## src/rtl/piso_serializer.sv

```systemverilog
// rtl/piso_serializer.sv - tick-paced parallel-in serial-out shifter with LED mirror; optional parity bit under PISO_PARITY_EN
module piso_serializer #(
    parameter int WIDTH     = 8,
    parameter int LSB_FIRST = 1
) (
    input  logic                            clk,
    input  logic                            rst_n,
    input  logic                            tick,
    input  logic                            load_valid,
    input  logic [WIDTH-1:0]                load_data,
    output logic                            load_ready,
    output logic                            s_out,
    output logic                            s_valid,
    output logic                            busy,
    output logic                            done,
    output logic [$clog2(WIDTH+2)-1:0]      bits_left,
    output logic [WIDTH-1:0]                leds
);

    localparam int BLW = $clog2(WIDTH + 2);
`ifdef PISO_PARITY_EN
    localparam int NBITS = WIDTH + 1;
`else
    localparam int NBITS = WIDTH;
`endif

    typedef enum logic [1:0] {
        IDLE  = 2'd0,
        SHIFT = 2'd1,
        DONE  = 2'd2
    } state_t;

    state_t           state;
    state_t           state_nx;
    logic [WIDTH-1:0] shreg;
    logic [BLW-1:0]   count;
    logic             end_bit;
    logic             last_bit;

`ifdef PISO_PARITY_EN
    logic             par;
`endif

    assign end_bit  = (LSB_FIRST != 0) ? shreg[0] : shreg[WIDTH-1];
    assign last_bit = (count == BLW'(1));

    // State register; reset always lands in IDLE, so an aborted transfer never reaches DONE
    always_ff @(posedge clk) begin
        if (!rst_n) begin
            state <= IDLE;
        end else begin
            state <= state_nx;
        end
    end

    // Next-state and output decode; outputs depend only on registers, never on inputs
    always_comb begin
        state_nx   = state;
        load_ready = 1'b0;
        busy       = 1'b0;
        s_valid    = 1'b0;
        s_out      = 1'b0;
        done       = 1'b0;
        case (state)
            IDLE: begin
                load_ready = 1'b1;
                if (load_valid) begin
                    state_nx = SHIFT;
                end
            end
            SHIFT: begin
                busy    = 1'b1;
                s_valid = 1'b1;
`ifdef PISO_PARITY_EN
                s_out   = last_bit ? par : end_bit;
`else
                s_out   = end_bit;
`endif
                if (tick && last_bit) begin
                    state_nx = DONE;
                end
            end
            DONE: begin
                done     = 1'b1;
                state_nx = IDLE;
            end
            default: begin
                state_nx = IDLE;
            end
        endcase
    end

    // Shift datapath: capture on accept, shift and count down on tick, clear outside SHIFT
    always_ff @(posedge clk) begin
        if (!rst_n) begin
            shreg <= '0;
            count <= '0;
`ifdef PISO_PARITY_EN
            par   <= 1'b0;
`endif
        end else begin
            case (state)
                IDLE: begin
                    if (load_valid) begin
                        shreg <= load_data;
                        count <= BLW'(NBITS);
`ifdef PISO_PARITY_EN
                        par   <= ^load_data;
`endif
                    end
                end
                SHIFT: begin
                    if (tick) begin
                        count <= count - BLW'(1);
                        if (last_bit) begin
                            shreg <= '0;
                        end else if (LSB_FIRST != 0) begin
                            shreg <= shreg >> 1;
                        end else begin
                            shreg <= shreg << 1;
                        end
                    end
                end
                default: begin
                    shreg <= '0;
                    count <= '0;
                end
            endcase
        end
    end

    assign bits_left = count;
    assign leds      = shreg;

endmodule

```

## config.mk

```make
export PLATFORM = sky130hd
export DESIGN_NAME = piso_serializer
export DESIGN_NICKNAME = d
export VERILOG_FILES = /design/src/rtl/piso_serializer.sv
export SDC_FILE = /design/constraint.sdc
export NUM_CORES = 1
export LEC_CHECK = 0
export ABC_AREA = 1
export CORE_MARGIN = 2
export CORE_UTILIZATION = 38
export CTS_BUF_LIST = sky130_fd_sc_hd__clkbuf_16
export DETAILED_ROUTE_END_ITERATION = 8
export PLACE_DENSITY_LB_ADDON = 0.25
export REMOVE_ABC_BUFFERS = 1
export SETUP_SLACK_MARGIN = 0.1
export SLEW_MARGIN = 20
export SYNTH_ARGS = -nofsm -noshare
export SYNTH_HDL_FRONTEND = slang
export SYNTH_SLANG_ARGS = --single-unit
```

## constraint.sdc

```tcl
create_clock -name clk -period 1.42 [get_ports clk]
set_clock_uncertainty 0.2 [all_clocks]
set_input_delay 0.142 -clock clk [delete_from_list [all_inputs] [get_ports clk]]
set_output_delay 0.142 -clock clk [all_outputs]
set_load 0.05 [all_outputs]
```

==> out/qor_table.md <==
| Parameter | Reported | Unit |
|---|---|---|
| Slew Limit Headroom | 79.1 | % |
| Total via count after detailed routing | 1032 | - |
| R2R depth | 7 | - |
| Number of register bits inferred by synthesis | 14 | - |
| Average size of a mapped cell | 6.44 | um^2 |
| Number of enable-type register cells in the synthesized netlist | 0 | - |
| Run status | complete, but fails checks | - |
| Number of global-route vias before repair | 939 | - |
| Peak supply drop | 0.000985 | V |
| Biggest fanout along the worst timing path | 3 | - |
| Most area-hungry cell type in the Yosys netlist | sky130_fd_sc_hd__dfxtp_1 | - |
| Violated checks | negative setup slack | - |
| Input/output buffers | 28 | - |
| Count of cells along the worst hold path | 3 | - |
| Clk slew on worst S/H paths | 50 | ps |
| Critical Path AT | 1090 | ps |
| Crit path largest cell delay | 360 | ps |
| Minimum hold slack | 280 | ps |
| First-pass GRT wire length | 4150 | um |
| Slowest-stage cell, CP | sky130_fd_sc_hd__dfxtp_4 | - |
| Source-to-sink clock delay at the later pin of the worst-skew pair | 250 | ps |
| Starting DRC count in detailed routing | 37 | - |
| Final worst setup slack | -10.4 | ps |
| Leftover overflow at the end of global routing | 0 | - |
| Required time at the endpoint of the critical path | 1080 | ps |
| Leakage | 0.781 | nW |
| Tot Pwr | 0.00201 | W |
| Final HPWL from detailed placement | 1680 | um |
| DP Area | 0.00137 | mm^2 |
| Primary flip-flop cell chosen by synthesis mapping | sky130_fd_sc_hd__dfxtp_1 | - |
| # rows | 16 | - |
| H-Tree Depth | 1 | - |
| Proportion of layout cells with a drive suffix above 1 | 45.1 | % |
| Remaining design rule violation count | 0 | - |
| Layout area overhead | 108 | % |
| Routability-driven placement congestion ratio | 0.839 | - |
| Endpoint class of the critical path | primary output | - |
| Slew @ Worst Pin | 313 | ps |
| Number of diodes added for antenna fixing | 0 | - |
| Number of routed nets with antenna violations | 0 | - |
| Max cap viols | 0 | - |
| Number of placed I/O pins | 29 | - |
| Total GRT Usage | 21.4 | % |
| Longest Clk Path Bufs | 2 | - |
| Unrepaired setup endpoints after global routing | true | - |
| Share of synthesized area occupied by flip-flops and latches | 34.5 | % |
| Top post-synthesis cells by area | sky130_fd_sc_hd__dfxtp_1 (35%), sky130_fd_sc_hd__nand2_1 (18%), sky130_fd_sc_hd__nor2_1 (12%), sky130_fd_sc_hd__inv_1 (8.3%), sky130_fd_sc_hd__nand3_1 (6.8%) | - |
| CTS Root Cell | sky130_fd_sc_hd__clkbuf_16 | - |
| Kind of critical path | flop to primary output | - |
| Critical path, cell by cell | nor2_4 -> buf_6 -> buf_12 | - |
| Total Wirelength | 2950 | um |
| Standard cell core area | 0.00198 | mm^2 |
| Post-place setup slack | -86.7 | ps |
| Top cell type's share of synthesized area | 34.5 | % |
| Initial antenna violation count | 0 | - |
| Count of cell types in the netlist | 19 | - |
| Non-filler cells in the finished layout | 202 | - |
| Final worst path period need | 1430 | ps |
| Wire per inst | 14.6 | um |
| Total of warnings raised by yosys | 0 | - |
| Power density cells | 1190 | mW/mm^2 |
| Die outline area | 0.00252 | mm^2 |
| Post-route cell area | 0.00169 | mm^2 |
| Synth Cell Area | 812 | um^2 |
| Drt first pass iters | 4 | - |
| Total number of clock tree sinks | 14 | - |
| Chip height | 50.2 | um |
| Pins over their slew limit | 0 | - |
| Final number of setup-violating endpoints | 1 | - |
| Initial Util | 41.0 | % |
| Total number of nets in the final design | 190 | - |
| Hold/Removal Path Class | primary input to flop | - |
| Startpoint type of the worst setup path | flop | - |
| Routed vias/inst | 5.11 | - |
| Synth async-reset ratio | 0 | % |
| Total clock buffers created by CTS | 3 | - |
| Hold bufs inserted after CTS | 0 | - |
| Cell count after placement | 191 | - |
| Number of instances in the synthesized netlist | 126 | - |
| Maximum number of pins on one net before global-route repair | 11 | - |
| Clock tree from TritonCTS | yes | - |
| F_max | 699 | MHz |
| Number of hold violations in the final report | 0 | - |
| Die Width | 50.2 | um |
| Final Cycle Share | 101 | % |
## state kept, by name (all words and copies together), names as in the netlist
| register | count |
|---|---|
| bits_left | 4 |
| leds | 8 |
| state | 2 |
## repair_timing
action                                  CTS  global route
gates cloned                              0             1
gates resized for setup                  20            31
endpoints found under the hold margin     0             0
pin swaps                                 8            10
buffers inserted                          6             0
endpoints found under the setup margin   18            18
## cells by family after synthesis
kind of cell / share of synthesized area, %
compound gates: 3.08
buf+inv: 12.2
fa+ha+maj: 3.08
flops: 34.5
simple gates: 47.1
## through the flow
stage,utilization (%),setup TNS (ps)
floorplan,-,-4980
global placement,68.9,-190
detailed placement,68.9,-564
CTS,79.1,0
global route,85.0,-71.1
finish,85.0,-10.4
## worst paths after layout
check | slack (ps) | to | from
hold reg to reg | 290 | bits_left[3]$_SDFFE_PN0P_ | bits_left[3]$_SDFFE_PN0P_
setup / recovery | -10 | load_ready | state[1]$_SDFFE_PN0P_
hold / removal | 280 | leds[7]$_SDFFE_PN0P_ | load_data[7]
setup reg to reg | 20 | bits_left[3]$_SDFFE_PN0P_ | state[1]$_SDFFE_PN0P_
## where the power goes
part           total [W]  leakage [nW]  switching, W  internal, W
registers       0.000503         0.118     0.0000603     0.000443
clock network   0.000551        0.0385      0.000177     0.000374
logic           0.000955         0.624      0.000520     0.000436
total            0.00201         0.781      0.000757      0.00125
## layout make-up
class	count	area [um^2]
Inverter	19	83.8
Clock inverter	1	3.75
Clock buffer	3	75.1
Fill cell	91	297
Timing Repair Buffer	47	628
Multi-Input combinational cell	91	568
Sequential cell	14	293
Tap cell	27	33.8
## critical path: cells and delay by family (launching register included)
kind / cells / cell delay (ps)
DFF: 1 / 360
and+or+nand+nor: 1 / 200
buffers and inverters: 2 / 280
## cell usage after synthesis, types with 2 or more instances
| library cell | count |
|---|---|
| sky130_fd_sc_hd__dfxtp_1 | 14 |
| sky130_fd_sc_hd__ha_1 | 2 |
| sky130_fd_sc_hd__inv_1 | 18 |
| sky130_fd_sc_hd__nand2_1 | 38 |
| sky130_fd_sc_hd__nand2_2 | 2 |
| sky130_fd_sc_hd__nand2_4 | 3 |
| sky130_fd_sc_hd__nand3_1 | 11 |
| sky130_fd_sc_hd__nor2_1 | 25 |
| sky130_fd_sc_hd__nor2_4 | 2 |
| sky130_fd_sc_hd__o21ai_1 | 2 |
## placed cells by master, fill, tap and decap left out, types with 2 or more instances in the layout
cell type	instances
sky130_fd_sc_hd__buf_12	18
sky130_fd_sc_hd__buf_4	12
sky130_fd_sc_hd__buf_6	6
sky130_fd_sc_hd__clkbuf_16	3
sky130_fd_sc_hd__clkdlybuf4s50_1	11
sky130_fd_sc_hd__dfxtp_1	8
sky130_fd_sc_hd__dfxtp_2	4
sky130_fd_sc_hd__dfxtp_4	2
sky130_fd_sc_hd__ha_4	2
sky130_fd_sc_hd__inv_1	14
sky130_fd_sc_hd__inv_2	2
sky130_fd_sc_hd__inv_6	2
sky130_fd_sc_hd__nand2_1	33
sky130_fd_sc_hd__nand2_2	5
sky130_fd_sc_hd__nand2_4	5
sky130_fd_sc_hd__nand3_1	8
sky130_fd_sc_hd__nand3_2	2
sky130_fd_sc_hd__nand3_4	2
sky130_fd_sc_hd__nor2_1	18
sky130_fd_sc_hd__nor2_2	5
sky130_fd_sc_hd__nor2_4	4
## metal layers
metal / up-vias / global-route usage (%) / share of wire [%]
met4: 0 / 11.1 / 2.3
met5: - / 0 / 0
li1: 482 / - / -
met3: 10 / 3.27 / 5.0
met1: 492 / 26.0 / 41
met2: 48 / 36.2 / 51
Power figures use the tool's default switching activity.
